### src/rtl/ysyx_25010008_ifu_if.sv
// ysyx_25010008_ifu_if
// Instruction-memory bus between the fetch unit (master) and instruction
// memory (slave).
//   imem_req_valid / imem_req_ready / imem_addr : request channel
//   imem_resp_valid / imem_rdata / imem_resp_err : response channel
// Handshake: a request transfers on a posedge where imem_req_valid and
// imem_req_ready are both high; while valid is high and ready is low the
// master keeps imem_addr stable. The response channel has no ready: the
// memory presents imem_resp_valid for one cycle and the master must take it
// then (the master only listens while it is waiting for a response).
interface ysyx_25010008_ifu_if #(
  parameter int ADDR_W = 32
);
  logic              imem_req_valid;
  logic              imem_req_ready;
  logic [ADDR_W-1:0] imem_addr;
  logic              imem_resp_valid;
  logic [31:0]       imem_rdata;
  logic              imem_resp_err;

  modport master (
    output imem_req_valid, imem_addr,
    input  imem_req_ready, imem_resp_valid, imem_rdata, imem_resp_err
  );

  modport slave (
    input  imem_req_valid, imem_addr,
    output imem_req_ready, imem_resp_valid, imem_rdata, imem_resp_err
  );
endinterface

### src/rtl/ysyx_25010008_ifu.sv
// ysyx_25010008_ifu
// Instruction fetch unit for a multi-cycle core: holds the architectural PC,
// fetches one instruction at a time over the imem bus, hands it to decode
// with a one-cycle valid pulse, then waits for the commit report (dnpc)
// before fetching the next one.
// Ports:
//   clk, rst        clock, synchronous active-high reset
//   imem            instruction-memory bus (master side)
//   halt            EBREAK seen by decode, sampled with dnpc_valid
//   dnpc, dnpc_valid next PC and commit pulse from downstream
//   pc, inst, valid instruction handed to decode (valid pulses once)
//   fetch_err       sticky bus error, fetching stopped
//   halted          sticky halt taken
//   inst_count      number of valid pulses issued (wraps)
//   state_dbg       current FSM state encoding
module ysyx_25010008_ifu #(
  parameter logic [31:0] RESET_PC = 32'h8000_0000,
  parameter int          ADDR_W   = 32
) (
  input  logic                    clk,
  input  logic                    rst,
  ysyx_25010008_ifu_if.master     imem,
  input  logic                    halt,
  input  logic [ADDR_W-1:0]       dnpc,
  input  logic                    dnpc_valid,
  output logic [ADDR_W-1:0]       pc,
  output logic [31:0]             inst,
  output logic                    valid,
  output logic                    fetch_err,
  output logic                    halted,
  output logic [31:0]             inst_count,
  output logic [2:0]              state_dbg
);

  localparam logic [31:0] NOP = 32'h0000_0013;

  typedef enum logic [2:0] {
    REQ         = 3'd0,
    WAIT_RESP   = 3'd1,
    ISSUE       = 3'd2,
    WAIT_COMMIT = 3'd3,
    STOP        = 3'd4
  } state_t;

  state_t            state, state_d;
  logic [ADDR_W-1:0] pc_d;
  logic [31:0]       inst_d;
  logic              fetch_err_d;
  logic              halted_d;
  logic [31:0]       inst_count_d;
  logic              req_valid_c;
  logic              valid_c;

  always_ff @(posedge clk) begin
    if (rst) begin
      state      <= REQ;
      pc         <= ADDR_W'(RESET_PC);
      inst       <= NOP;
      fetch_err  <= 1'b0;
      halted     <= 1'b0;
      inst_count <= 32'd0;
    end else begin
      state      <= state_d;
      pc         <= pc_d;
      inst       <= inst_d;
      fetch_err  <= fetch_err_d;
      halted     <= halted_d;
      inst_count <= inst_count_d;
    end
  end

  always_comb begin
    state_d      = state;
    pc_d         = pc;
    inst_d       = inst;
    fetch_err_d  = fetch_err;
    halted_d     = halted;
    inst_count_d = inst_count;
    req_valid_c  = 1'b0;
    valid_c      = 1'b0;
    case (state)
      REQ: begin
        req_valid_c = 1'b1;
        if (imem.imem_req_ready) state_d = WAIT_RESP;
      end
      WAIT_RESP: begin
        // Responses are only listened to here, so one arriving together
        // with request acceptance, or left over from before a reset, is dropped.
        if (imem.imem_resp_valid) begin
          if (imem.imem_resp_err) begin
            fetch_err_d = 1'b1;
            state_d     = STOP;
          end else begin
            inst_d  = imem.imem_rdata;
            state_d = ISSUE;
          end
        end
      end
      ISSUE: begin
        valid_c      = 1'b1;
        inst_count_d = inst_count + 32'd1;
        state_d      = WAIT_COMMIT;
      end
      WAIT_COMMIT: begin
        if (dnpc_valid) begin
          if (halt || halted) begin
            halted_d = 1'b1;
            state_d  = STOP;
          end else begin
            // Low two bits are cleared rather than trapped on.
            pc_d    = dnpc & ~ADDR_W'(3);
            state_d = REQ;
          end
        end
      end
      STOP: begin
        state_d = STOP;
      end
      default: begin
        state_d = STOP;
      end
    endcase
  end

  assign imem.imem_req_valid = req_valid_c;
  assign imem.imem_addr      = pc;
  assign valid               = valid_c;
  assign state_dbg           = state;

endmodule
### src/flat_wrapper.sv
// flat-port wrapper written by rule: the top's interface ports become plain ports
module ysyx_25010008_ifu_flat 
#(
  parameter logic [31:0] RESET_PC = 32'h8000_0000,
  parameter int          ADDR_W   = 32
)
  (clk, rst, halt, dnpc, dnpc_valid, pc, inst, valid, fetch_err, halted, inst_count, state_dbg, imem_imem_req_valid, imem_imem_addr, imem_imem_req_ready, imem_imem_resp_valid, imem_imem_rdata, imem_imem_resp_err);
  ysyx_25010008_ifu_if #(.ADDR_W(ADDR_W)) imem_i ();
  input  logic clk;
  input  logic rst;
  input  logic halt;
  input  logic [ADDR_W-1:0] dnpc;
  input  logic dnpc_valid;
  output logic [ADDR_W-1:0] pc;
  output logic [31:0] inst;
  output logic valid;
  output logic fetch_err;
  output logic halted;
  output logic [31:0] inst_count;
  output logic [2:0] state_dbg;
  output wire logic [$bits(imem_i.imem_req_valid)-1:0] imem_imem_req_valid;
  output wire logic [$bits(imem_i.imem_addr)-1:0] imem_imem_addr;
  input wire logic [$bits(imem_i.imem_req_ready)-1:0] imem_imem_req_ready;
  input wire logic [$bits(imem_i.imem_resp_valid)-1:0] imem_imem_resp_valid;
  input wire logic [$bits(imem_i.imem_rdata)-1:0] imem_imem_rdata;
  input wire logic [$bits(imem_i.imem_resp_err)-1:0] imem_imem_resp_err;
  assign imem_imem_req_valid = imem_i.imem_req_valid;
  assign imem_imem_addr = imem_i.imem_addr;
  assign imem_i.imem_req_ready = imem_imem_req_ready;
  assign imem_i.imem_resp_valid = imem_imem_resp_valid;
  assign imem_i.imem_rdata = imem_imem_rdata;
  assign imem_i.imem_resp_err = imem_imem_resp_err;
  ysyx_25010008_ifu #(.RESET_PC(RESET_PC), .ADDR_W(ADDR_W)) u_core (.clk(clk), .rst(rst), .imem(imem_i), .halt(halt), .dnpc(dnpc), .dnpc_valid(dnpc_valid), .pc(pc), .inst(inst), .valid(valid), .fetch_err(fetch_err), .halted(halted), .inst_count(inst_count), .state_dbg(state_dbg));
endmodule
### config.mk
export PLATFORM = sky130hd
export DESIGN_NAME = ysyx_25010008_ifu_flat
export DESIGN_NICKNAME = d
export VERILOG_FILES = /design/src/rtl/ysyx_25010008_ifu_if.sv /design/src/rtl/ysyx_25010008_ifu.sv /design/src/flat_wrapper.sv
export SDC_FILE = /design/constraint.sdc
export NUM_CORES = 1
export LEC_CHECK = 0
export CAP_MARGIN = 20
export CORE_ASPECT_RATIO = 0.8
export CORE_MARGIN = 5
export CORE_UTILIZATION = 41
export CTS_BUF_LIST = sky130_fd_sc_hd__clkbuf_4 sky130_fd_sc_hd__clkbuf_8 sky130_fd_sc_hd__clkbuf_16
export DETAILED_ROUTE_END_ITERATION = 12
export PLACE_DENSITY_LB_ADDON = 0.08
export SYNTH_ARGS = -nofsm -noshare
export SYNTH_HDL_FRONTEND = slang
export SYNTH_SLANG_ARGS = --single-unit
### constraint.sdc
create_clock -name clk -period 2.6 [get_ports clk]
set_input_delay 0.39 -clock clk [delete_from_list [all_inputs] [get_ports clk]]
set_output_delay 0.39 -clock clk [all_outputs]
set_load 0.02 [all_outputs]
==> results of run 1 <==
[cell usage after synthesis (all sizes together)]
cell type and count:
a2111oi 1, a21oi 77, a22oi 1, a31oi 1, and2 2, and3 3, and4 4, and4bb 1
buf 39, clkbuf 29, conb 1, dfxtp 99, ha 1, inv 2, mux2 2, mux2i 1
nand2 141, nand2b 2, nand3 8, nand3b 4, nand4 11, nand4bb 1, nor2 21, nor2b 3
nor3 8, nor3b 2, nor4 4, o21ai 3, o2bb2ai 1, o31ai 14, or3 4, or4 16
xnor2 6, xor2 6
[stage by stage]
| step | hold slack (ns) | setup slack (ns) | std cells | util (%) |
|---|---|---|---|---|
| final | 0.453 | 0.318 | 816 | 62.9 |
| after floorplan | 0.514 | 0.548 | 522 | - |
| after global placement | 0.441 | 0.438 | 801 | 59.9 |
| after global routing | 0.471 | 0.120 | 816 | 62.9 |
| after detailed placement | 0.446 | 0.343 | 801 | 59.9 |
| after CTS | 0.456 | 0.322 | 816 | 62.9 |
[routing by layer]
| metal | share of wire (%) | track usage, % |
|---|---|---|
| met1 | 39 | 21.3 |
| met2 | 47 | 31.6 |
| met3 | 12 | 8.47 |
| met4 | 1.8 | 6.30 |
| met5 | 0 | 0 |
[worst max-delay path, cell delays in order (launching register included)]
cell	delay, ns
dfxtp_1	0.46
nand4_2	0.21
or3_1	0.77
or4_1	0.63
a21oi_1	0.14
[cells by family after synthesis]
| kind of cell | share of synthesized area (%) |
|---|---|
| DFF | 47.2 |
| adders and majority gates | 0.298 |
| and+or+nand+nor | 26.7 |
| AOI/OAI and AO/OA | 12.8 |
| other | 0.0892 |
| muxes | 0.774 |
| xor gates and xnor gates | 2.50 |
| buffers and inverters | 9.71 |
[worst paths after layout]
| kind | startpoint | cells after the start | end |
|---|---|---|---|
| worst max-delay path | u_core.inst_count[3] | 4 | u_core.inst_count[27] |
| worst min-delay path | u_core.inst[10] | 2 | u_core.inst[10] |
| worst max register to register | u_core.inst_count[3] | 4 | u_core.inst_count[27] |
| worst min register to register | u_core.inst[10] | 2 | u_core.inst[10] |
[sequential cells by signal, summed over array words and instances, names as in the netlist]
register,cells
u_core.imem.imem_addr,30
u_core.inst,32
u_core.fetch_err,1
u_core.inst_count,32
u_core.halted,1
u_core.state_dbg,3
[power groups by stage]
stage	combinational (uW)	sequential (uW)	clock [uW]
after CTS	291	1550	1390
final	289	1550	1350
after detailed placement	290	1590	0
after floorplan	95.8	1610	0
after global routing	310	1560	1450
after global placement	288	1590	0
[area by class of cell]
type / instances / area [sq um]
clock inverters: 2 / 35.0
flip-flops and latches: 99 / 1980
repair buffers: 207 / 2060
fillers: 891 / 3750
multi-input cells: 353 / 1840
inverters: 2 / 7.51
well taps: 140 / 175
clock buffers: 13 / 268
==> results.cfg, run 1 <==
[run_status]
status = finished clean

[power]
p_leak_uw = 0.00211
p_int_uw = 2510
power_frac_clock_pct = 42.2
swShare_pct = 21.3
p_per_area_nw_per_um2 = 502
power_uw = 3190
irDropWorstVdd_mv = 0.410
seqPwrFrac_pct = 48.7
combPwrFrac_pct = 9.1
p_sw_uw = 680

[clocking]
path_clk_slew_ns = 0.06
post_cts_buffers = 0
clock_sinks = 99
clk_latency_ns = 0.34
cts_made_buffers = 9
h-tree-depth = 3
cts_resized = 0
hold_buffers = 0
cts-root-buf = clkbuf_16
cts_tree = yes
cts_buffer_depth = 2

[synth]
ys_warn_count = 0
ys_top_cells_by_area = dfxtp_1, nand2_1, a21oi_1, buf_4, or4_1
synthCells = 519
synth_top_area_share_pct = 47.2
seq_area_frac_synth_pct = 47.2
synthDistinctLibCells = 40
avgSynthCellArea_sq_um = 8.10
yosysTopAreaCell = dfxtp_1
synth-seq-cells = 99
syn_area_sq_um = 4200

[min_path]
hold_class = register to register

[worst_setup_path]
cp_max_fo = 28
reg2reg_slack_ns = 0.32
arrival_ns = 2.56
cp-start-kind = register
crit_path_end_kind = register
worstPathRequired_ns = 2.88
worstSetupPathType = register to register

[global_routing]
grt_pass1_wl_mm = 18.5
antenna_found_initial = 0
grt_max_degree = 51
grt_pass1_vias = 3798
grt-ovfl-total = 0
grt_util_all_layers_pct = 18.8

[timing]
fin_skew_ns = 0.00479
setup_viol = 0
period_share_pct = 87.8
slew_headroom_pct = 43.7
slew_violations = 0
rsz0062_at_grt = no
fin_crit_ns = 2.28
fmax_mhz = 438
final_hold_viol_count = 0
worst_pin_slew_ns = 0.844
setup_tns_ns = 0

[cells_and_area]
antenna_cells = 0
drive_above_1_share_pct = 4.44
final_cell_mix = clkdlybuf4s50_1, nand2_1, dfxtp_1
final_common_cell = clkdlybuf4s50_1
layout.nets = 744
syn2layout_area_growth_pct = 51.4
final_area_sq_um = 6360

[floorplan]
io_pins = 206
dieHeight_microns = 101
die_width_microns = 123
rows = 33
dieArea_sq_um = 12400
core_area_sq_um = 10100
initial_utilization_pct = 41.5

[route]
vias_per_cell = 4.98
wl_per_cell_microns = 15.0
drt_iter0_drc = 240
ant_nets = 0
routed_wl_mm = 12.2
dr.pass1.iters = 4
route.detailed.drc = 0
num_vias = 4067

[placed_design]
hpwl_mm = 8.91
io_buffers = 199
dpl-instance-area_sq_um = 6060
place_congestion = 0.770

[run]
drv_cap = 0
Power figures use the tool's default switching activity.
==> run 2: changes to the inputs <==
GPL_ROUTABILITY_DRIVEN = 0   (was unset)
==> results of run 2 <==
Final layout, timing and power as in run 1 (identical DEF).
==> run 3: changes to the inputs <==
GPL_TIMING_DRIVEN = 0   (was unset)
==> run 3 against run 2 <==
Compared with the run above: die area unchanged; global-route usage up 1.1 points; register-to-register slack better by 0.06 ns; critical endpoint is now valid.
==> results.cfg, run 3 (same netlist as run 1, synthesis figures left out) <==
[floorplan]
die_width_microns = 123
rows = 33
initial_utilization_pct = 41.5
dieHeight_microns = 101
core_area_sq_um = 10100
io_pins = 206
dieArea_sq_um = 12400

[worst_setup_path]
max_stage_delay_ns = 0.68
r2r-start = u_core.inst_count[15]
critical_path.cell_chain = buf_2, nor3b_2, clkdlybuf4s50_1
worstSetupPathType = register to primary output
arrival_ns = 1.98
cp-start-kind = register
slowest_stage = clkdlybuf4s50_1
crit_path_end_kind = primary output
crit_start = u_core.state_dbg[1]
cp_max_fo = 10
worstPathRequired_ns = 2.21

[clocking]
h-tree-depth = 3
clock_sinks = 99
path_clk_slew_ns = 0.06
cts_made_buffers = 9
hold_buffers = 0
cts_tree = yes
cts_buffer_depth = 2
cts-root-buf = clkbuf_16
clk_latency_ns = 0.33
post_cts_buffers = 0

[cells_and_area]
fill_cells = 862
layout.nets = 804
antenna_cells = 0
syn2layout_area_growth_pct = 58.9
fin_util_pct = 66.0
final_cell_mix = clkdlybuf4s50_1, nand2_1, dfxtp_1
drive_above_1_share_pct = 7.88
final_common_cell = clkdlybuf4s50_1

[power]
p_sw_uw = 679
p_per_area_nw_per_um2 = 474
combPwrFrac_pct = 9.6
swShare_pct = 21.4
p_leak_uw = 0.00230
irDropWorstVdd_mv = 0.370
seqPwrFrac_pct = 49.0
p_int_uw = 2490
power_frac_clock_pct = 41.5

[route]
ant_nets = 0
dr.pass1.iters = 4
vias_per_cell = 4.85
drt_iter0_drc = 185
routed_wl_mm = 12.7
wl_per_cell_microns = 14.5
route.detailed.drc = 0
num_vias = 4251

[min_path]
hold_class = register to register
hp-start = u_core.inst[2]

[timing]
worst_pin_slew_ns = 0.630
fin_crit_ns = 2.37
fin_skew_ns = 0.00664
slew_violations = 0
period_share_pct = 91.1
final_hold_viol_count = 0
fmax_mhz = 422
rsz0062_at_grt = no
setup_tns_ns = 0
setup_viol = 0
slew_headroom_pct = 57.7
fin_ws_ns = 0.231

[global_routing]
grt_pass1_vias = 4056
grt_max_degree = 15
grt-ovfl-total = 0
antenna_found_initial = 0
grt_pass1_wl_mm = 20.0
grt_util_all_layers_pct = 19.9

[run_status]
status = finished clean

[run]
drv_cap = 0

[placed_design]
hpwl_mm = 9.94
io_buffers = 199
pre_cts_ws_ns = 0.232
[run 3: final cells by class]
type | instances | area, sq um | area share (%)
Timing Repair Buffer | 199 | 1990 | 29.8
Sequential cell | 99 | 1980 | 29.7
Multi-Input combinational cell | 353 | 1830 | 27.4
Buffer | 68 | 400 | 5.99
Clock buffer | 13 | 255 | 3.82
Tap cell | 140 | 175 | 2.62
Clock inverter | 2 | 37.5 | 0.562
Inverter | 2 | 7.51 | 0.112
[run 3: power by group through the flow]
stage          logic, uW  registers, uW  clock network [uW]
3_5_place_dp         303           1580                   0
5_1_grt              327           1550                1410
6_report             304           1550                1310
2_1_floorplan       95.8           1610                   0
3_3_place_gp         300           1580                   0
4_1_cts              306           1550                1350
[run 3: per-layer routing]
| metal | vias up | GRT usage [%] | share of wire [%] |
|---|---|---|---|
| li1 | 2160 | - | - |
| met1 | 1936 | 25.4 | 43 |
| met2 | 145 | 32.4 | 47 |
| met3 | 10 | 6.62 | 8.5 |
| met4 | 0 | 5.45 | 1.2 |
| met5 | - | 0 | 0 |
[run 3: timing repair]
action | in CTS | in global routing
setup endpoints to repair | 1 | 0
endpoints found under the hold margin | 0 | 0
gates resized for setup | 1 | 0
[run 3: path summary, 6_finish.rpt]
check / slack, ns / to / cells after the start
worst max-delay path: 0.23 / valid / 3
worst min-delay path: 0.45 / u_core.inst[2] / 2
worst max register to register: 0.38 / u_core.inst_count[31] / 5
worst min register to register: 0.45 / u_core.inst[2] / 2
[run 3: metrics by stage]
stage	power, uW	instance area [sq um]	hold slack, ns	instances
2_1_floorplan	1700	4210	0.514	522
3_3_place_gp	1880	6380	0.441	861
3_5_place_dp	1890	6380	0.446	861
4_1_cts	3200	6680	0.454	876
5_1_grt	3280	6680	0.471	876
6_report	3170	6680	0.453	876
[run 3: critical path, delay by kind of cell, from the launching register on]
family | cells | cell delay, ns
buffers and inverters | 2 | 0.91
DFF | 1 | 0.39
and+or+nand+nor | 1 | 0.35
